File: src/rtl/uart_tx_arbiter.sv
// Round-robin arbiter feeding a single UART TX byte stream from several
// requesters. A grant is held for a whole message and released on the
// last byte, on reaching the burst limit, or after the owner stays idle
// for HOLD_TIMEOUT cycles. Each grant is followed by one IDLE cycle.
module uart_tx_arbiter #(
  parameter int NUM_REQ      = 4,
  parameter int DATA_W       = 8,
  parameter int MAX_BURST    = 64,
  parameter int HOLD_TIMEOUT = 255
) (
  input  logic                      sys_clk,
  input  logic                      sys_rstn,
  input  logic [NUM_REQ-1:0]        req_valid,
  input  logic [NUM_REQ*DATA_W-1:0] req_data,
  input  logic [NUM_REQ-1:0]        req_last,
  output logic [NUM_REQ-1:0]        req_ready,
  output logic                      tx_valid,
  output logic [DATA_W-1:0]         tx_data,
  input  logic                      tx_ready,
  output logic [NUM_REQ-1:0]        grant,
  output logic                      busy
);

  localparam int IDX_W  = (NUM_REQ > 1) ? $clog2(NUM_REQ) : 1;
  localparam int BCNT_W = (MAX_BURST > 1) ? $clog2(MAX_BURST + 1) : 1;
  localparam int ICNT_W = (HOLD_TIMEOUT > 1) ? $clog2(HOLD_TIMEOUT + 1) : 1;

  typedef enum logic {IDLE = 1'b0, GRANT = 1'b1} state_t;

  state_t            state;
  logic [IDX_W-1:0]  ptr;
  logic [IDX_W-1:0]  owner;
  logic [BCNT_W-1:0] bcnt;
  logic [ICNT_W-1:0] icnt;

  logic              sel_found;
  logic [IDX_W-1:0]  sel_idx;
  logic              own_valid;
  logic              own_last;
  logic              beat;
  logic              release_now;
  logic [IDX_W-1:0]  ptr_next;

  // Pick the first valid requester at or after ptr, wrapping around.
  // The loop runs from the farthest offset down so the nearest one wins.
  always_comb begin
    sel_found = 1'b0;
    sel_idx   = ptr;
    for (int k = NUM_REQ - 1; k >= 0; k--) begin
      if (req_valid[(int'(ptr) + k) % NUM_REQ]) begin
        sel_found = 1'b1;
        sel_idx   = IDX_W'((int'(ptr) + k) % NUM_REQ);
      end
    end
  end

  // Owner-side datapath: a pure mux from the registered grant, no storage.
  always_comb begin
    own_valid   = req_valid[owner];
    own_last    = req_last[owner];
    tx_data     = req_data[int'(owner)*DATA_W +: DATA_W];
    tx_valid    = |(grant & req_valid);
    req_ready   = grant & {NUM_REQ{tx_ready}};
    beat        = tx_valid & tx_ready;
    release_now = (beat && (own_last || bcnt == BCNT_W'(MAX_BURST - 1))) ||
                  (!own_valid && icnt == ICNT_W'(HOLD_TIMEOUT - 1));
    ptr_next    = (owner == IDX_W'(NUM_REQ - 1)) ? '0 : owner + 1'b1;
  end

  // Arbitration FSM with grant, busy, pointer and counters as registered state.
  always_ff @(posedge sys_clk) begin
    if (!sys_rstn) begin
      state <= IDLE;
      ptr   <= '0;
      owner <= '0;
      grant <= '0;
      busy  <= 1'b0;
      bcnt  <= '0;
      icnt  <= '0;
    end else begin
      case (state)
        IDLE: begin
          if (sel_found) begin
            state <= GRANT;
            owner <= sel_idx;
            grant <= {{(NUM_REQ-1){1'b0}}, 1'b1} << sel_idx;
            busy  <= 1'b1;
            bcnt  <= '0;
            icnt  <= '0;
          end
        end
        GRANT: begin
          if (release_now) begin
            state <= IDLE;
            ptr   <= ptr_next;
            grant <= '0;
            busy  <= 1'b0;
            bcnt  <= '0;
            icnt  <= '0;
          end else begin
            if (beat) bcnt <= bcnt + 1'b1;
            icnt <= own_valid ? '0 : icnt + 1'b1;
          end
        end
        default: begin
          state <= IDLE;
          grant <= '0;
          busy  <= 1'b0;
        end
      endcase
    end
  end

endmodule

File: config.mk
export PLATFORM = sky130hd
export DESIGN_NAME = uart_tx_arbiter
export DESIGN_NICKNAME = d
export VERILOG_FILES = /design/src/rtl/uart_tx_arbiter.sv
export SDC_FILE = /design/constraint.sdc
export NUM_CORES = 1
export LEC_CHECK = 0
export BUFFER_PORTS_ARGS = -buffer_cell sky130_fd_sc_hd__buf_2
export CAP_MARGIN = 40
export CORE_ASPECT_RATIO = 0.7
export CORE_MARGIN = 5
export CORE_UTILIZATION = 45
export DETAILED_ROUTE_END_ITERATION = 16
export GPL_TIMING_DRIVEN = 0
export HOLD_SLACK_MARGIN = 0.06
export PLACE_DENSITY = 0.74
export SETUP_SLACK_MARGIN = 0.5
export SLEW_MARGIN = 25
export SYNTH_ARGS = -nofsm -noshare
export SYNTH_HDL_FRONTEND = slang
export SYNTH_SLANG_ARGS = --single-unit
export TNS_END_PERCENT = 20
File: constraint.sdc
create_clock -name sys_clk -period 2.27 [get_ports sys_clk]
set_input_delay 0.1135 -clock sys_clk [delete_from_list [all_inputs] [get_ports sys_clk]]
set_output_delay 0.1135 -clock sys_clk [all_outputs]
set_load 0.05 [all_outputs]
# Word-level counts from Yosys, hierarchy flattened
# Index checks and enable logic that the tools add are counted.
[classes]
n_div = 0
n_shift = 2
mul = 0
addsub = 6
order_cmp = 5
n_reduce_logical = 13
eq_ne = 6
bitwise_logic = 7
n_mux = 41
[op_table]
columns = ["op", "n"]
rows = [
  ["$shiftx A32 B6 Y8", 1],
  ["$mux W8", 3],
  ["$mux W7", 3],
  ["$mux W1", 17],
  ["$pmux W8 S2", 1],
  ["$pmux W7 S2", 1],
  ["$bmux W1 S2", 6],
  ["$lt A3 B4 Y1 const B", 3],
  ["$mux W2", 5],
  ["$add A8 B1 Y8 const B", 1],
  ["$and A4 B4 Y4", 2],
  ["$eq A8 B8 Y1 const B", 1],
  ["$mux W4", 2],
  ["$pmux W4 S2", 1],
  ["$reduce_and A2 Y1", 4],
  ["$add A7 B1 Y7 const B", 1],
  ["$eq A7 B6 Y1 const B", 1],
  ["$lt A2 B3 Y1 const B", 2],
  ["$reduce_or A2 Y1", 3],
  ["$add A2 B1 Y2 const B", 2],
  ["$add A2 B2 Y2 const B", 2],
  ["$pmux W1 S2", 2],
  ["$reduce_or A4 Y1", 1],
  ["$shl A1 B2 Y4 const A", 1],
  ["10 further kinds", 14],
]
[totals]
romBits = 0
mem_count = 0
inputBits = 43
output_inout_bits = 18
ff_bits = 25
latch_bits = 0
ram_bits = 0

# Longest topological paths before layout
[depth]
ltp_word = 13
mapped_depth = 8
ltp_nobuf = 7

# Worst setup path after synthesis
# No wires, ideal clock.
[synth_path]
path_kind = "reg-to-reg"
from = "register owner[1]"
to = "register icnt[5]"
t_required_ns = 2.145
path_slack_ns = 0.334
stages_incl_launch_ff = 7
arrival_time_ns = 1.812
setup_time_ns = 0.125
cell_sequence = "dfxtp_1 -> mux4_2 -> or3_4 -> o211a_4 -> buf_6 -> a32oi_2 -> o22ai_1"
[synth_via]
elab_chain_len = 7
word_cells_on_any_way = 12
classes_between = "7 x mux; 5 x reduce/logical"
[synth_rtl]
columns = ["item", "line_no", "text"]
rows = [
  ["start, declared", "32", "logic [IDX_W-1:0] owner;"],
  ["start signal, assigned", "85", "owner <= sel_idx;"],
  ["$bmux W1 S2, on equally long branches", "60, 59", ""],
  ["$mux W1, on equally long branches", "60, 59", ""],
  ["$logic_or A1 B1 Y1 / $logic_not A1 Y1 (equally long branches)", "65, 66", ""],
  ["$logic_and A1 B1 Y1, on equally long branches", "65, 66", ""],
  ["$logic_or A1 B1 Y1", "65", "release_now = (beat && (own_last || bcnt == BCNT_W'(MAX_BURST - 1))) ||"],
  ["$mux W8 (*)", "93", "if (release_now) begin"],
  ["$pmux W8 S2 (*)", "81", "case (state)"],
  ["end signal, assigned", "102", "icnt <= own_valid ? '0 : icnt + 1'b1;"],
  ["end, declared", "34", "logic [ICNT_W-1:0] icnt;"],
]
# Mark *: on every way between the ends. The rest lies on a longest branch, timed or not. The select of a mux whose other input is x is not followed.
# A chain may end at the register's enable or synchronous reset.

# Final worst setup path
[layout_path]
from = "register owner[1]"
to = "register grant[2]"
[layout_via]
elab_chain_len = 7
word_cells_on_any_way = 11
classes_between = "1 x eq/ne; 4 x mux; 6 x reduce/logical"
[layout_rtl]
columns = ["item", "line_no", "text"]
rows = [
  ["$bmux W1 S2, on equally long branches", "60, 59", ""],
  ["$mux W1, on equally long branches", "60, 59", ""],
  ["$logic_or A1 B1 Y1 / $logic_not A1 Y1 (equally long branches)", "65, 66", ""],
  ["$logic_and A1 B1 Y1, on equally long branches", "65, 66", ""],
  ["$logic_or A1 B1 Y1 (*)", "65", ""],
  ["$ne A2 B1 Y1 (no line) (*)", "-", ""],
  ["$reduce_and A2 Y1 (no line) (*)", "-", ""],
  ["end signal, assigned", "86", "grant <= {{(NUM_REQ-1){1'b0}}, 1'b1} << sel_idx;"],
  ["end, declared", "20", "output logic [NUM_REQ-1:0] grant,"],
]
# Marks and branches as above.

==> run metrics <==
outcome=finished clean; Critical Path Fanout Max=9; switching fraction of total power=0.3385; Yosys reg bits=25; Final Cycle Share=0.8625; Post-synth top flop=dfxtp_1; critical path class=reg2reg; most frequent cells in the layout=buf_2, dfxtp_1, inv_1, nand2_1, a21oi_1; initial antenna violation count=0; Detailed Place HPWL=3.327 mm; hold_sp=sys_rstn; Root Buffer=clkbuf_8; cts bufs inserted=3; # hold bufs at CTS=0; Post-CTS Setup Repair Bufs=0; r2r worst-path depth=5; filler instances=321; Nets=296; 1st-iter DRT viols=88; setup_tns=0 ns; Worst-Margin Slew=0.6626 ns; worst setup margin=0.3120 ns; Final Cell Area=2126 sq um; Die W=83.15 um; FF-to-FF End=grant[2]; Worst Hold Endpoint=bcnt[5]; r2r startpoint=owner[1]; cell family contributing the most delay on the critical path=multiplexers; num rows=18; gr ovfl total=0; Max Root-Sink Buffers=2; yosys warns=0; Post-synth EDFFs=0; Fin Clk Skew=0.006223 ns; Lkg Pwr=0.8851 nW; CP bufs+invs=0; Antenna Nets Post-Route=0; Worst Path Required=2.40 ns; dpl cell area=2041 sq um; IO Port Bufs=58; number of global-route vias before repair=1582; Initial Utilization=0.4736; Logic pwr share=0.301; maximum clock rate=510.7 MHz; Inst Count DP=294; largest net degree at the start of global routing=15; RSZ-0062 raised after global routing=yes; ys async rst share=0; Worst setup EP type=register; PD cells=491.0 nW/um^2; Mean Syn Cell Area=9.061 sq um; CP startpoint kind=register; ant diodes=0; final hold violations=0; CTS sink count=25; fin crit period=1.958 ns; CP arrival=2.09 ns; Routed WL=4.243 mm; peak supply drop=0.3961 mV; Pre-antenna DRT Iters=4; first-pass GRT wire length=7.245 mm; final cell count without fillers=298; core area=3558 sq um; Distinct cells, synth=49; clock share of power=0.254; post-DR vias/cell=5.500; DIE AREA=5088 sq um; post-placement setup slack=0.2302 ns; part of the Yosys area used for sequential elements=0.2970; Max Slew Vio Count=0; internal power=690.5 uW; CP max stage cell=mux4_2; Slew Limit Headroom=0.5546; Core Util, Final=0.5974; Flop pwr share=0.445; post-cts resize count=6; gate count of the mapped netlist=186; CP Cell Sequence=mux4_2 -> or3_4 -> o211a_4 -> o21ai_4 -> o22ai_1; I/O pin cnt=61; Die Y=61.20 um; clk_lat worst skew=0.27 ns; hold path depth=3; Avg WL per Cell=14.24 um; NetSw=353.3 uW; clock transition at the registers of the reported paths=0.09 ns; GPL Wtd Cong=0.8865; H-tree level count=1; CTS tree=yes; DRC=0; Largest stage delay, worst path=0.57 ns; fraction of layout cells with a size suffix above 1=0.3750; number of setup violations in the final report=0; max cap viols=0; syn_nets=233; gr usage total=0.1768; via count=1639; worst min-delay path class=in2reg; area grow syn2layout=26.13%; r2r setup slk=0.31 ns; Synth Cell Area=1685 sq um; most common cell after layout, fill and taps aside=buf_2
==> metrics by stage <==
step | power [mW] | hold WS, ns
final | 1.044 | 0.1976
after floorplan | 0.6945 | 0.2877
after detailed placement | 0.7814 | 0.4513
after global routing | 1.095 | 0.2026
after CTS | 1.048 | 0.1921
after global placement | 0.7803 | 0.4453
==> final cells by class <==
cell class                      count  area (sq um)  area share
Tap cell                           50         62.56     0.02943
Timing Repair Buffer               58         290.3      0.1366
Inverter                           15         56.30     0.02649
Clock inverter                      1         5.005    0.002354
Clock buffer                        3         41.29     0.01942
Multi-Input combinational cell    136          1091      0.5132
Buffer                             10         75.07     0.03531
Sequential cell                    25         504.2      0.2372
==> power groups by stage <==
| stage | Sequential, mW | Clock, mW | Combinational (mW) |
|---|---|---|---|
| floorplan | 0.494 | 0 | 0.201 |
| global placement | 0.474 | 0 | 0.307 |
| detailed placement | 0.474 | 0 | 0.307 |
| CTS | 0.464 | 0.271 | 0.313 |
| global route | 0.468 | 0.290 | 0.337 |
| finish | 0.464 | 0.265 | 0.315 |
==> worst max-delay path by stage <==
stage	from	end	slack, ns	depth (start not counted)
after floorplan	owner[1]	icnt[5]	0.44	6
final	owner[1]	grant[2]	0.31	5
after detailed placement	req_valid[0]	bcnt[4]	0.23	7
after global routing	icnt[1]	grant[2]	0.25	6
after global placement	req_valid[0]	bcnt[4]	0.29	7
after CTS	owner[1]	grant[2]	0.31	5
==> layer usage <==
metal / track usage / share of wire / up-vias
li1: - / - / 819
met3: 0.07086 / 0.10 / 2
met5: 0 / 0 / -
met2: 0.2717 / 0.41 / 69
met1: 0.2343 / 0.49 / 749
met4: 0.04895 / 0.0047 / 0
==> state kept, by name, summed over array words and instances (netlist names) <==
name and count:
icnt 8, busy 1, bcnt 7, state 1, owner 2, ptr 2, grant 4
==> cells in the mapped netlist (3+ instances only) <==
cell type  instances  area share
buf_2              4       0.012
buf_6              3       0.020
or3_1              3       0.011
o21ai_0            8       0.024
nand2_1           13       0.029
and2_1             7       0.026
o211ai_1           4       0.018
a21oi_1           11       0.033
nand4_1            6       0.022
inv_1             15       0.033
nand2b_1           3       0.011
and3_1             4       0.015
nand3_1            9       0.027
dfxtp_1           25        0.30
xor2_1             5       0.026
nor2_1            10       0.022
o22ai_1            3       0.011
mux4_2            10        0.13
ha_1               4       0.030
nor3_1             3      0.0089
==> logic make-up after synthesis <==
logic type	count (synthesis)	synth area share
multiplexers	12	0.1455
XOR/XNOR	6	0.03118
buffers and inverters	25	0.07201
AND/OR/NAND/NOR	64	0.2019
adder cells (fa/ha/maj)	4	0.02970
AO/OA/AOI/OAI	50	0.2227
flip-flops	25	0.2970
==> tightest hold or removal path, stage by stage <==
cell,delay (ns)
buf_2,0.13
o21ai_4,0.12
nor2_1,0.06
Power figures use the tool's default switching activity.
